## config.mk

```make
export PLATFORM = sky130hd
export DESIGN_NAME = stimulus_sequencer_flat
export DESIGN_NICKNAME = d
export VERILOG_FILES = /design/src/rtl/stimulus_sequencer_pkg.sv /design/src/rtl/stimulus_sequencer_if.sv /design/src/rtl/stimulus_sequencer_key_debouncer.sv /design/src/rtl/stimulus_sequencer.sv /design/src/flat_wrapper.sv
export SDC_FILE = /design/constraint.sdc
export NUM_CORES = 1
export LEC_CHECK = 0
export CAP_MARGIN = 30
export CORE_ASPECT_RATIO = 1.1
export CORE_MARGIN = 4
export CORE_UTILIZATION = 59
export CTS_CLUSTER_DIAMETER = 150
export DETAILED_ROUTE_END_ITERATION = 7
export PLACE_DENSITY_LB_ADDON = 0.2
export SYNTH_ARGS = -nofsm -noshare
export SYNTH_HDL_FRONTEND = slang
export SYNTH_SLANG_ARGS = --single-unit
```

## constraint.sdc

```tcl
create_clock -name clock -period 2.25 [get_ports clock]
set_clock_uncertainty 0.05 [all_clocks]
set_input_delay 0.45 -clock clock [delete_from_list [all_inputs] [get_ports clock]]
set_output_delay 0.45 -clock clock [all_outputs]
set_load 0.005 [all_outputs]
```

## src/rtl/stimulus_sequencer_pkg.sv

```systemverilog
// Shared encodings and default widths for the stimulus sequencer and its
// debouncer.
package stimulus_sequencer_pkg;

    localparam logic ST_STEP = 1'b0;
    localparam logic ST_RUN  = 1'b1;

    localparam int VEC_WIDTH_DEF      = 3;
    localparam int PRESCALE_WIDTH_DEF = 25;
    localparam int DEBOUNCE_WIDTH_DEF = 16;

    typedef enum logic {
        S_STEP = ST_STEP,
        S_RUN  = ST_RUN
    } state_e;

endpackage

```

## src/rtl/stimulus_sequencer_if.sv

```systemverilog
// Output bundle of the sequencer: vector stream, strobe, sweep flag, prescaler
// tick and the mode state.
interface stimulus_sequencer_if
    import stimulus_sequencer_pkg::*;
#(
    parameter int VEC_WIDTH = VEC_WIDTH_DEF
) ();

    // vec_valid is a strobe with no back-pressure: it is high for exactly the
    // first cycle a new x_vec is visible, and the consumer must take it then.
    logic [VEC_WIDTH-1:0] x_vec;
    logic                 vec_valid;
    logic                 sweep_done;
    logic                 tick;
    state_e               state;

    modport master (
        output x_vec,
        output vec_valid,
        output sweep_done,
        output tick,
        output state
    );

    modport slave (
        input x_vec,
        input vec_valid,
        input sweep_done,
        input tick,
        input state
    );

endinterface

```

## src/rtl/stimulus_sequencer_key_debouncer.sv

```systemverilog
// Push-button front end: 2-FF synchroniser, stability counter and a
// one-cycle press event on the debounced released->pressed edge.
module key_debouncer #(
    parameter int DEBOUNCE_WIDTH = 16
) (
    input  logic clock,
    input  logic rst_n,
    input  logic key_n,
    output logic press_evt
);

    // The flip happens on the edge that would take the counter to all-ones,
    // i.e. after 2^DEBOUNCE_WIDTH-1 consecutive mismatching cycles.
    localparam logic [DEBOUNCE_WIDTH-1:0] CNT_LAST =
        {DEBOUNCE_WIDTH{1'b1}} - DEBOUNCE_WIDTH'(1);

    logic                      key_meta_q, key_meta_d;
    logic                      key_sync_q, key_sync_d;
    logic                      stable_q,   stable_d;
    logic [DEBOUNCE_WIDTH-1:0] cnt_q,      cnt_d;
    logic                      press_q,    press_d;

    always_ff @(posedge clock or negedge rst_n) begin
        if (!rst_n) begin
            key_meta_q <= 1'b1;
            key_sync_q <= 1'b1;
            stable_q   <= 1'b1;
            cnt_q      <= '0;
            press_q    <= 1'b0;
        end else begin
            key_meta_q <= key_meta_d;
            key_sync_q <= key_sync_d;
            stable_q   <= stable_d;
            cnt_q      <= cnt_d;
            press_q    <= press_d;
        end
    end

    always_comb begin
        key_meta_d = key_n;
        key_sync_d = key_meta_q;
        stable_d   = stable_q;
        cnt_d      = '0;
        press_d    = 1'b0;
        if (key_sync_q != stable_q) begin
            if (cnt_q == CNT_LAST) begin
                stable_d = key_sync_q;
                // Only the 1->0 (press) edge of the stable level is reported.
                press_d  = stable_q;
            end else begin
                cnt_d = cnt_q + DEBOUNCE_WIDTH'(1);
            end
        end
    end

    assign press_evt = press_q;

endmodule

```

## src/rtl/stimulus_sequencer.sv

```systemverilog
// Test-vector source for the decoder stage: prescaled auto-run or debounced
// single-step counting, with a per-vector strobe and a sticky sweep flag.
module stimulus_sequencer
    import stimulus_sequencer_pkg::*;
#(
    parameter int PRESCALE_WIDTH = PRESCALE_WIDTH_DEF,
    parameter int VEC_WIDTH      = VEC_WIDTH_DEF,
    parameter int DEBOUNCE_WIDTH = DEBOUNCE_WIDTH_DEF
) (
    input  logic                  clock,
    input  logic                  rst_n,
    input  logic                  run_sw,
    input  logic                  key_n,
    stimulus_sequencer_if.master  vec_if
);

    logic                      run_meta_q, run_meta_d;
    logic                      run_sync_q, run_sync_d;
    logic [PRESCALE_WIDTH-1:0] presc_q,    presc_d;
    state_e                    state_q,    state_d;
    logic [VEC_WIDTH-1:0]      x_q,        x_d;
    logic                      valid_q,    valid_d;
    logic                      sweep_q,    sweep_d;

    logic press_evt;
    logic tick_w;
    logic inc;

    key_debouncer #(
        .DEBOUNCE_WIDTH (DEBOUNCE_WIDTH)
    ) u_key_debouncer (
        .clock     (clock),
        .rst_n     (rst_n),
        .key_n     (key_n),
        .press_evt (press_evt)
    );

    assign tick_w = &presc_q;

    always_ff @(posedge clock or negedge rst_n) begin
        if (!rst_n) begin
            run_meta_q <= 1'b0;
            run_sync_q <= 1'b0;
            presc_q    <= '0;
            state_q    <= S_STEP;
            x_q        <= '0;
            valid_q    <= 1'b0;
            sweep_q    <= 1'b0;
        end else begin
            run_meta_q <= run_meta_d;
            run_sync_q <= run_sync_d;
            presc_q    <= presc_d;
            state_q    <= state_d;
            x_q        <= x_d;
            valid_q    <= valid_d;
            sweep_q    <= sweep_d;
        end
    end

    // A mode transition suppresses the tick/press of the same cycle.
    always_comb begin
        run_meta_d = run_sw;
        run_sync_d = run_meta_q;
        presc_d    = presc_q + PRESCALE_WIDTH'(1);
        state_d    = state_q;
        x_d        = x_q;
        valid_d    = 1'b0;
        sweep_d    = sweep_q;
        inc        = 1'b0;
        case (state_q)
            S_STEP: begin
                if (run_sync_q) begin
                    state_d = S_RUN;
                    presc_d = '0;
                    sweep_d = 1'b0;
                end else begin
                    inc = press_evt;
                end
            end
            S_RUN: begin
                if (!run_sync_q) begin
                    state_d = S_STEP;
                end else begin
                    inc = tick_w;
                end
            end
            default: begin
                state_d = S_STEP;
            end
        endcase
        if (inc) begin
            x_d     = x_q + VEC_WIDTH'(1);
            valid_d = 1'b1;
            if ((state_q == S_RUN) && (&x_q)) begin
                sweep_d = 1'b1;
            end
        end
    end

    assign vec_if.x_vec      = x_q;
    assign vec_if.vec_valid  = valid_q;
    assign vec_if.sweep_done = sweep_q;
    assign vec_if.tick       = tick_w;
    assign vec_if.state      = state_q;

endmodule

```

## src/flat_wrapper.sv

```systemverilog
// flat-port wrapper written by rule: the top's interface ports become plain ports
module stimulus_sequencer_flat import stimulus_sequencer_pkg::*;
#(
    parameter int PRESCALE_WIDTH = PRESCALE_WIDTH_DEF,
    parameter int VEC_WIDTH      = VEC_WIDTH_DEF,
    parameter int DEBOUNCE_WIDTH = DEBOUNCE_WIDTH_DEF
)
  (clock, rst_n, run_sw, key_n, vec_if_x_vec, vec_if_vec_valid, vec_if_sweep_done, vec_if_tick, vec_if_state);
  stimulus_sequencer_if #(.VEC_WIDTH(VEC_WIDTH)) vec_if_i ();
  input  logic clock;
  input  logic rst_n;
  input  logic run_sw;
  input  logic key_n;
  output wire logic [$bits(vec_if_i.x_vec)-1:0] vec_if_x_vec;
  output wire logic [$bits(vec_if_i.vec_valid)-1:0] vec_if_vec_valid;
  output wire logic [$bits(vec_if_i.sweep_done)-1:0] vec_if_sweep_done;
  output wire logic [$bits(vec_if_i.tick)-1:0] vec_if_tick;
  output wire logic [$bits(vec_if_i.state)-1:0] vec_if_state;
  assign vec_if_x_vec = vec_if_i.x_vec;
  assign vec_if_vec_valid = vec_if_i.vec_valid;
  assign vec_if_sweep_done = vec_if_i.sweep_done;
  assign vec_if_tick = vec_if_i.tick;
  assign vec_if_state = vec_if_i.state;
  stimulus_sequencer #(.PRESCALE_WIDTH(PRESCALE_WIDTH), .VEC_WIDTH(VEC_WIDTH), .DEBOUNCE_WIDTH(DEBOUNCE_WIDTH)) u_core (.clock(clock), .rst_n(rst_n), .run_sw(run_sw), .key_n(key_n), .vec_if(vec_if_i));
endmodule
```

After elaboration in Yosys (flattened, before gate mapping)
Cells that the tools add are included.

operators by class
  eq/ne operators = 2
  muxes and demuxes = 15
  reduce and logical (&&, ||, !) cells = 4
  add/subtract/negate cells = 3
  bitwise operators = 1

operators by type and width
  kind                                            number
  two-way mux 25 bit                              2
  two-way mux 16 bit                              2
  adder 25 x 1 -> 25 bit (second input constant)  1
  AND reduction 25 bit                            1
  adder 16 x 1 -> 16 bit (second input constant)  1
  == test 16 bit (second input constant)          1
  two-way mux 1 bit                               10
  adder 3 x 1 -> 3 bit (second input constant)    1
  AND reduction 3 bit                             1
  case mux 1 bit (2 select lines)                 1
  AND reduction 2 bit                             1
  logical AND 1 bit                               1
  inequality test 1 bit                           1
  NOT 1 bit                                       1

word-level totals
  flip-flop bits (word level) = 53
  input port bits = 4

Longest topological paths before layout
Gate-level depths: netlist (run 1).

  depth in word-level cells = 4
  mapped depth = 6
  mapped depth without buffers = 5

Modules after synthesis
A second synthesis (run 1) with hierarchy kept.

unflattened totals
  cells, all modules = 240
  area total of the unflattened synthesis = 2567.5 µm²

modules (own cells, without submodules)
  module              area each (µm²)  instances  seq. area each (µm²)  cells each
  stimulus_sequencer  1610.3           1          825.8                 155
  key_debouncer       957.2            1          504.2                 85

Least setup slack after synthesis (run 1)
No wires, ideal clock.

  path type = flip-flop to output port
  from = register u_core.presc_q[12]
  to = output vec_if_tick
  arrival = 1504 ps
  path buffers = 1
  stages on the path, launching flop included = 5
  required time = 1750 ps
  path slack = 246 ps
  path through = dfrtp_1 nand3_2 or4_1 buf_2 nor4_1

between the ends
  word-level cells in the longest chain between the ends = 1

ends and longest elaborated chain
  what                    RTL line                  source
  start, declared         stimulus_sequencer.sv:19  logic [PRESCALE_WIDTH-1:0] presc_q, presc_d;
  start signal, assigned  stimulus_sequencer.sv:52  presc_q <= presc_d;
  AND reduction 25 bit    stimulus_sequencer.sv:38  assign tick_w = &presc_q;
  end, declared           flat_wrapper.sv:17        output wire logic [$bits(vec_if_i.tick)-1:0] vec_if_tick;

Every way passes these cells.

Worst setup path after layout (run 1)
Ends and elaborated chain as after synthesis.

==> impl_metrics.tcl, run 1 <==
set metrics [dict create \
    yosys.area_share.adder 0.0252 \
    die-height_um 76.0 \
    drc 0 \
    start_kind "flip-flop" \
    ys.flop_type "dfrtp_1" \
    area_delta_synth_final_pct 16.5 \
    root_buffer "clkbuf_8" \
    cts.htree.levels 2 \
    p_per_area_nw_per_um2 570 \
    cpLargestDelayFamily "simple AND/OR/NAND/NOR gates" \
    rows 24 \
    crit_chain "nand3_2, or4_4, nor4_4, clkbuf_2" \
    antenna_left 0 \
    drive_above_1_share 0.158 \
    switching_share 0.229 \
    synth_compound_area_frac 0.0645 \
    grt_pass1_wl_um 8120 \
    portBuffers 10 \
    finalSetupViolations 0 \
    drt-initial-drc-count 91 \
    seq_power_share 0.623 \
    netlist_area_um2 2480 \
    cts.sinks 53 \
    drv_cap 0 \
    hold_viol 0 \
    fp.dieArea_um2 5310 \
    synthCells 245 \
    maxSlewHeadroom 0.622 \
    final_common_cell "dfrtp_1" \
    hold_class "in2async" \
    critPathRequiredTime_ns 1.75 \
    p_total_mw 1.65 \
    cp_max_fo 2 \
    gp_congestion 0.729 \
    layout_common_cells "dfrtp_1 (50), nor2_1 (37), buf_4 (23)" \
    setup_ws_ns 0.166 \
    synthSimpleGateAreaFrac 0.246 \
    crit_path_max_incr_delay_ns 0.56 \
    dpl.hpwl_um 3140 \
    post-route-period-util 0.926 \
    grt_pass1_vias 1854 \
    final_nets 288 \
    cts_tree "yes" \
    outcome "finished, final reports clean" \
    synth_top_family_by_area "simple AND/OR/NAND/NOR gates" \
    irDropWorstVdd_uv 426 \
    cp-end-kind "output pin" \
    wl_per_cell_um 13.4 \
    p_leak_nw 1.24 \
    holdBufCountCts 0 \
    synthXorXnorAreaFrac 0.0952 \
    fillers 310 \
    dp_slack_ns -0.0782 \
    yosysSeqAreaShare 0.536 \
    drtPass1Iterations 4 \
    intPower_mw 1.27 \
    synth_edf_count 0 \
    critPathBufInv 1 \
    die_w_um 69.9 \
    tns_ns 0 \
    grt_max_degree 27 \
    overflow 0 \
    fin_crit_ns 2.08 \
    p_clk_frac 0.317 \
    vias 1849 \
    pin_count 11 \
    combPwrFrac 0.060 \
    vias_per_cell 5.59 \
    slowest_stage "or4_4" \
    synthMuxAreaShare 0.0136 \
    syn-num-nets 254 \
    antenna_found_initial 0 \
    clk_pin_slew_worst_paths_ns 0.09 \
    multi_input_area_um2 1120 \
    yosys_warnings 0 \
    drt_wl_total_um 4430 \
    clockBufferDepth 2 \
    dp.cells 323 \
    arrival_ns 1.58 \
    async_reset_ff_frac 1.00 \
    crit_type "reg2out" \
    synth_area_per_cell_um2 10.1 \
    synth_cell_types 34 \
    cts_buffers 5 \
    grt.total_usage 0.187 \
    initial_core_util 0.617 \
    rrSetupSlack_ns 0.21 \
    slew_violations 0 \
    synth-seq-cells 53 \
    register_area_um2 1330 \
    fin_util 0.719 \
    rsz0062_at_grt "no" \
    tightest_slew_ns 0.567 \
    diodes 0 \
    p_sw_mw 0.377 \
    fin_cells 331 \
    insertion_delay_ns 0.30 \
    fmax_mhz 480 \
    design.core.area_um2 4020 \
]
-- what timing repair did --
action	in CTS	in global routing
buffers inserted	0	1
endpoints found under the setup margin	1	1
pin swaps	1	1
resized for setup	3	3
-- worst reg2reg max path: stages (launching register included) --
cell and delay [ns]:
dfrtp_1 0.42, nand3_1 0.18, or4_1 0.64, or4_1 0.50
a21oi_1 0.16
-- worst paths after layout --
| check | start | end | cells after the start |
|---|---|---|---|
| setup / recovery | u_core.presc_q[12] | vec_if_tick | 4 |
| hold / removal | rst_n | u_core.presc_q[6] | 1 |
| setup reg to reg | u_core.presc_q[17] | u_core.presc_q[24] | 4 |
| hold reg to reg | u_core.run_meta_q | u_core.run_sync_q | 0 |
| max in group asynchronous | rst_n | u_core.u_key_debouncer.stable_q | 2 |
| min in group clock | u_core.run_meta_q | u_core.run_sync_q | 0 |
-- sequential cells by signal (all words and copies together), names as in the netlist --
name	flops
u_core.presc_q	25
u_core.u_key_debouncer.cnt_q	16
u_core.vec_if.x_vec	3
u_core.run_meta_q	1
u_core.run_sync_q	1
u_core.u_key_debouncer.key_meta_q	1
u_core.u_key_debouncer.key_sync_q	1
u_core.u_key_debouncer.press_evt	1
u_core.u_key_debouncer.stable_q	1
u_core.vec_if.state	1
u_core.vec_if.sweep_done	1
u_core.vec_if.vec_valid	1
-- power by group through the flow --
stage                     Clock (mW)  Sequential [mW]  Combinational, mW
after floorplan                    0             1.04             0.0611
after global placement             0             1.04              0.102
after detailed placement           0             1.04              0.101
after CTS                      0.542             1.03              0.102
after global routing           0.577             1.03              0.118
final                          0.523             1.03             0.0993
-- final cells by class --
class,count,share of cell area
flip-flops and latches,53,0.460
multi-input cells,179,0.388
well taps,52,0.0225
clock buffers,7,0.0298
inverters,7,0.00908
repair buffers,33,0.0908
-- per-layer routing --
metal,up-vias,routed length [um],global-route usage
met2,26,2210,0.311
met3,8,128,0.0396
li1,926,-,-
met1,889,1990,0.240
met5,-,0,0
met4,0,95,0.0728
-- kinds of logic (layout without fill, tap and decap cells) --
family	count (synthesis)	count (layout)
and+or+nand+nor	118	118
DFF	53	53
xor gates and xnor gates	27	27
AOI/OAI and AO/OA	26	26
buffers and inverters	13	47
adders and majority gates	5	5
muxes	3	3
-- stage by stage --
step | area, um2 | hold WS (ns)
after detailed placement | 2790 | 0.288
after global routing | 2890 | 0.124
after CTS | 2880 | 0.0938
after floorplan | 2480 | 0.104
final | 2890 | 0.0836
after global placement | 2790 | 0.285
-- cells in the mapped netlist (7+ instances only) --
| library cell | n | area (um2) |
|---|---|---|
| dfrtp_1 | 50 | 1250 |
| nor2_1 | 37 | 139 |
| xnor2_1 | 19 | 166 |
| nand2_1 | 15 | 56.3 |
| nand3_1 | 15 | 75.1 |
| a21oi_1 | 11 | 55.1 |
| nor4_1 | 11 | 68.8 |
| nand4_1 | 9 | 56.3 |
| xor2_1 | 8 | 70.1 |
| inv_1 | 7 | 26.3 |
| or3_1 | 7 | 43.8 |
| or4_1 | 7 | 52.6 |
No activity file was read; power rests on OpenSTA's default activity.
==> run 2: changes to the inputs <==
--- a/config.mk
+++ b/config.mk
@@ -8,7 +8,7 @@
 export CAP_MARGIN = 30
 export CORE_ASPECT_RATIO = 1.1
 export CORE_MARGIN = 4
-export CORE_UTILIZATION = 59
+export CORE_UTILIZATION = 54
 export CTS_CLUSTER_DIAMETER = 150
 export DETAILED_ROUTE_END_ITERATION = 7
 export PLACE_DENSITY_LB_ADDON = 0.2
==> constraint.sdc (replaced) <==
create_clock -name clock -period 1.8 [get_ports clock]
set_clock_uncertainty 0.05 [all_clocks]
set_input_delay 0.36 -clock clock [delete_from_list [all_inputs] [get_ports clock]]
set_output_delay 0.36 -clock clock [all_outputs]
set_load 0.005 [all_outputs]
==> run 2 against run 1 <==
Net effect:
- combinational power rose by 110%
- final cell count up 11%
- core utilization up 3.7 points
- hold slack better by 0.23 ns
- register-to-register slack got worse by 0.44 ns
- routed wire length grew 22%
- critical path depth is the same
- the run now ends with negative setup slack left
- clock power up 53%
- global-route usage is 1.5 points higher
- sequential power is 23% higher
- via count is 11% higher
- sequential share of layout area is 5.8 points lower
==> impl_metrics.tcl, run 2 (synthesis gave the netlist of run 1 again) <==
set metrics [dict create \
    outcome "finished with violations" \
    violations "negative setup slack" \
    holdWs_ns 0.311 \
    fp.dieArea_um2 5750 \
    drtPass1Iterations 4 \
    cp_max_fo 2 \
    root_buffer "clkbuf_8" \
    irDropWorstVdd_uv 489 \
    hold_class "reg2reg" \
    placedInstanceArea_um2 3000 \
    finalSetupViolations 8 \
    p_per_area_nw_per_um2 687 \
    p_leak_nw 1.47 \
    start_kind "flip-flop" \
    vias_per_cell 5.60 \
    drv_cap 0 \
    rows 25 \
    design_area_um2 3310 \
    drt-initial-drc-count 121 \
    largest_register_ffs 25 \
    hold_start "u_core.u_key_debouncer.key_meta_q" \
    fillers 303 \
    design.core.area_um2 4380 \
    fmax_mhz 478 \
    area_delta_synth_final_pct 33.2 \
    antenna_found_initial 0 \
    top_register "u_core.presc_q" \
    clockBufferDepth 2 \
    rrSetupSlack_ns -0.23 \
    insertion_delay_ns 0.30 \
    overflow 0 \
    rsz0062_at_grt "yes" \
    drt_wl_total_um 5390 \
    cts_tree "yes" \
    cpLargestDelayFamily "simple AND/OR/NAND/NOR gates" \
    drc 0 \
    fin_crit_ns 2.09 \
    die-height_um 79.1 \
    hold_viol 0 \
    crit_chain "nand4_1, or4_4, nor4_2, buf_2" \
    drive_above_1_share 0.307 \
    grt_pass1_wl_um 9240 \
    r2r_start "u_core.presc_q[8]" \
    maxSlewHeadroom 0.730 \
    crit_path_max_incr_delay_ns 0.46 \
    final_nets 321 \
    slowest_stage "or4_4" \
    cts.sinks 53 \
    vias 2055 \
    hold_end "u_core.u_key_debouncer.key_sync_q" \
    cts_buffers 5 \
    crit_type "reg2out" \
    initial_core_util 0.567 \
    antenna_left 0 \
    grt_pass1_vias 2111 \
    tightest_slew_ns 0.405 \
    setup_ws_ns -0.294 \
    min_path_cells 0 \
    dp_slack_ns -0.388 \
    arrival_ns 1.68 \
    worstSetupPathDepth 4 \
    gp_congestion 0.799 \
    critPathBufInv 1 \
    clk_pin_slew_worst_paths_ns 0.09 \
    post-route-period-util 1.16 \
    dpl.hpwl_um 3610 \
    cts.htree.levels 2 \
    diodes 0 \
    critPathRequiredTime_ns 1.39 \
    cp-end-kind "output pin" \
    pin_count 11 \
    reg2regPathDepth 6 \
    grt_max_degree 38 \
    portBuffers 10 \
    grt.total_usage 0.202 \
    rr_endpoint "u_core.presc_q[21]" \
    layout_common_cells "buf_4 (50), dfrtp_1 (50), nor2_1 (37)" \
    slew_violations 0 \
    wl_per_cell_um 14.7 \
    die_w_um 72.7 \
]
-- run 2: changes by cell type in the layout (fill, tap and decap cells not counted), moves of 4 or more --
cell / previous run / this run
a21oi_2: 0 / 6
a21oi_1: 11 / 5
or4_1: 6 / 0
or4_4: 1 / 7
nor4_1: 10 / 6
buf_6: 0 / 4
buf_4: 23 / 50
-- run 2: area by class of cell --
class	instances	area, um2	share of cell area
inverter	7	26.3	0.00794
multi-input combinational	179	1230	0.373
clock inverter	2	38.8	0.0117
sequential	53	1330	0.402
clock buffer	6	72.6	0.0219
timing repair buffer	66	541	0.163
tap	54	67.6	0.0204
-- run 2: worst max path at each step --
stage / start / endpoint / slack (ns)
after floorplan: u_core.presc_q[12] / u_core.presc_q[21] / -0.09
after global placement: u_core.presc_q[13] / vec_if_tick / -0.36
after detailed placement: u_core.presc_q[14] / vec_if_tick / -0.39
after CTS: u_core.presc_q[14] / vec_if_tick / -0.30
after global routing: u_core.presc_q[12] / vec_if_tick / -0.42
final: u_core.presc_q[8] / vec_if_tick / -0.29
-- run 2: stage by stage --
| stage | utilization | total power [mW] | setup TNS [ns] | std cells |
|---|---|---|---|---|
| finish | 0.755 | 2.27 | -1.18 | 367 |
| global route | 0.755 | 2.37 | -1.75 | 367 |
| CTS | 0.723 | 2.29 | -0.525 | 361 |
| detailed placement | 0.685 | 1.49 | -1.04 | 350 |
| global placement | 0.685 | 1.49 | -0.871 | 350 |
| floorplan | - | 1.37 | -0.225 | 245 |
-- run 2: layer usage --
layer	vias up	global-route usage	wire length [um]
met3	7	0.0342	146
met5	-	0	0
met2	28	0.358	2890
met4	0	0.0590	52
li1	1002	-	-
met1	1018	0.249	2300
-- run 2: power by group --
group | switching (mW) | internal, mW
Clock | 0.383 | 0.418
Sequential | 0.0319 | 1.23
Combinational | 0.103 | 0.103
-- run 2: repair_timing --
item,in CTS,in global routing
gates cloned,0,0
endpoints found under the hold margin,16,0
buffers inserted,2,7
endpoints found under the setup margin,11,18
hold buffers,1,0
pin swaps,5,10
gates resized for setup,12,20
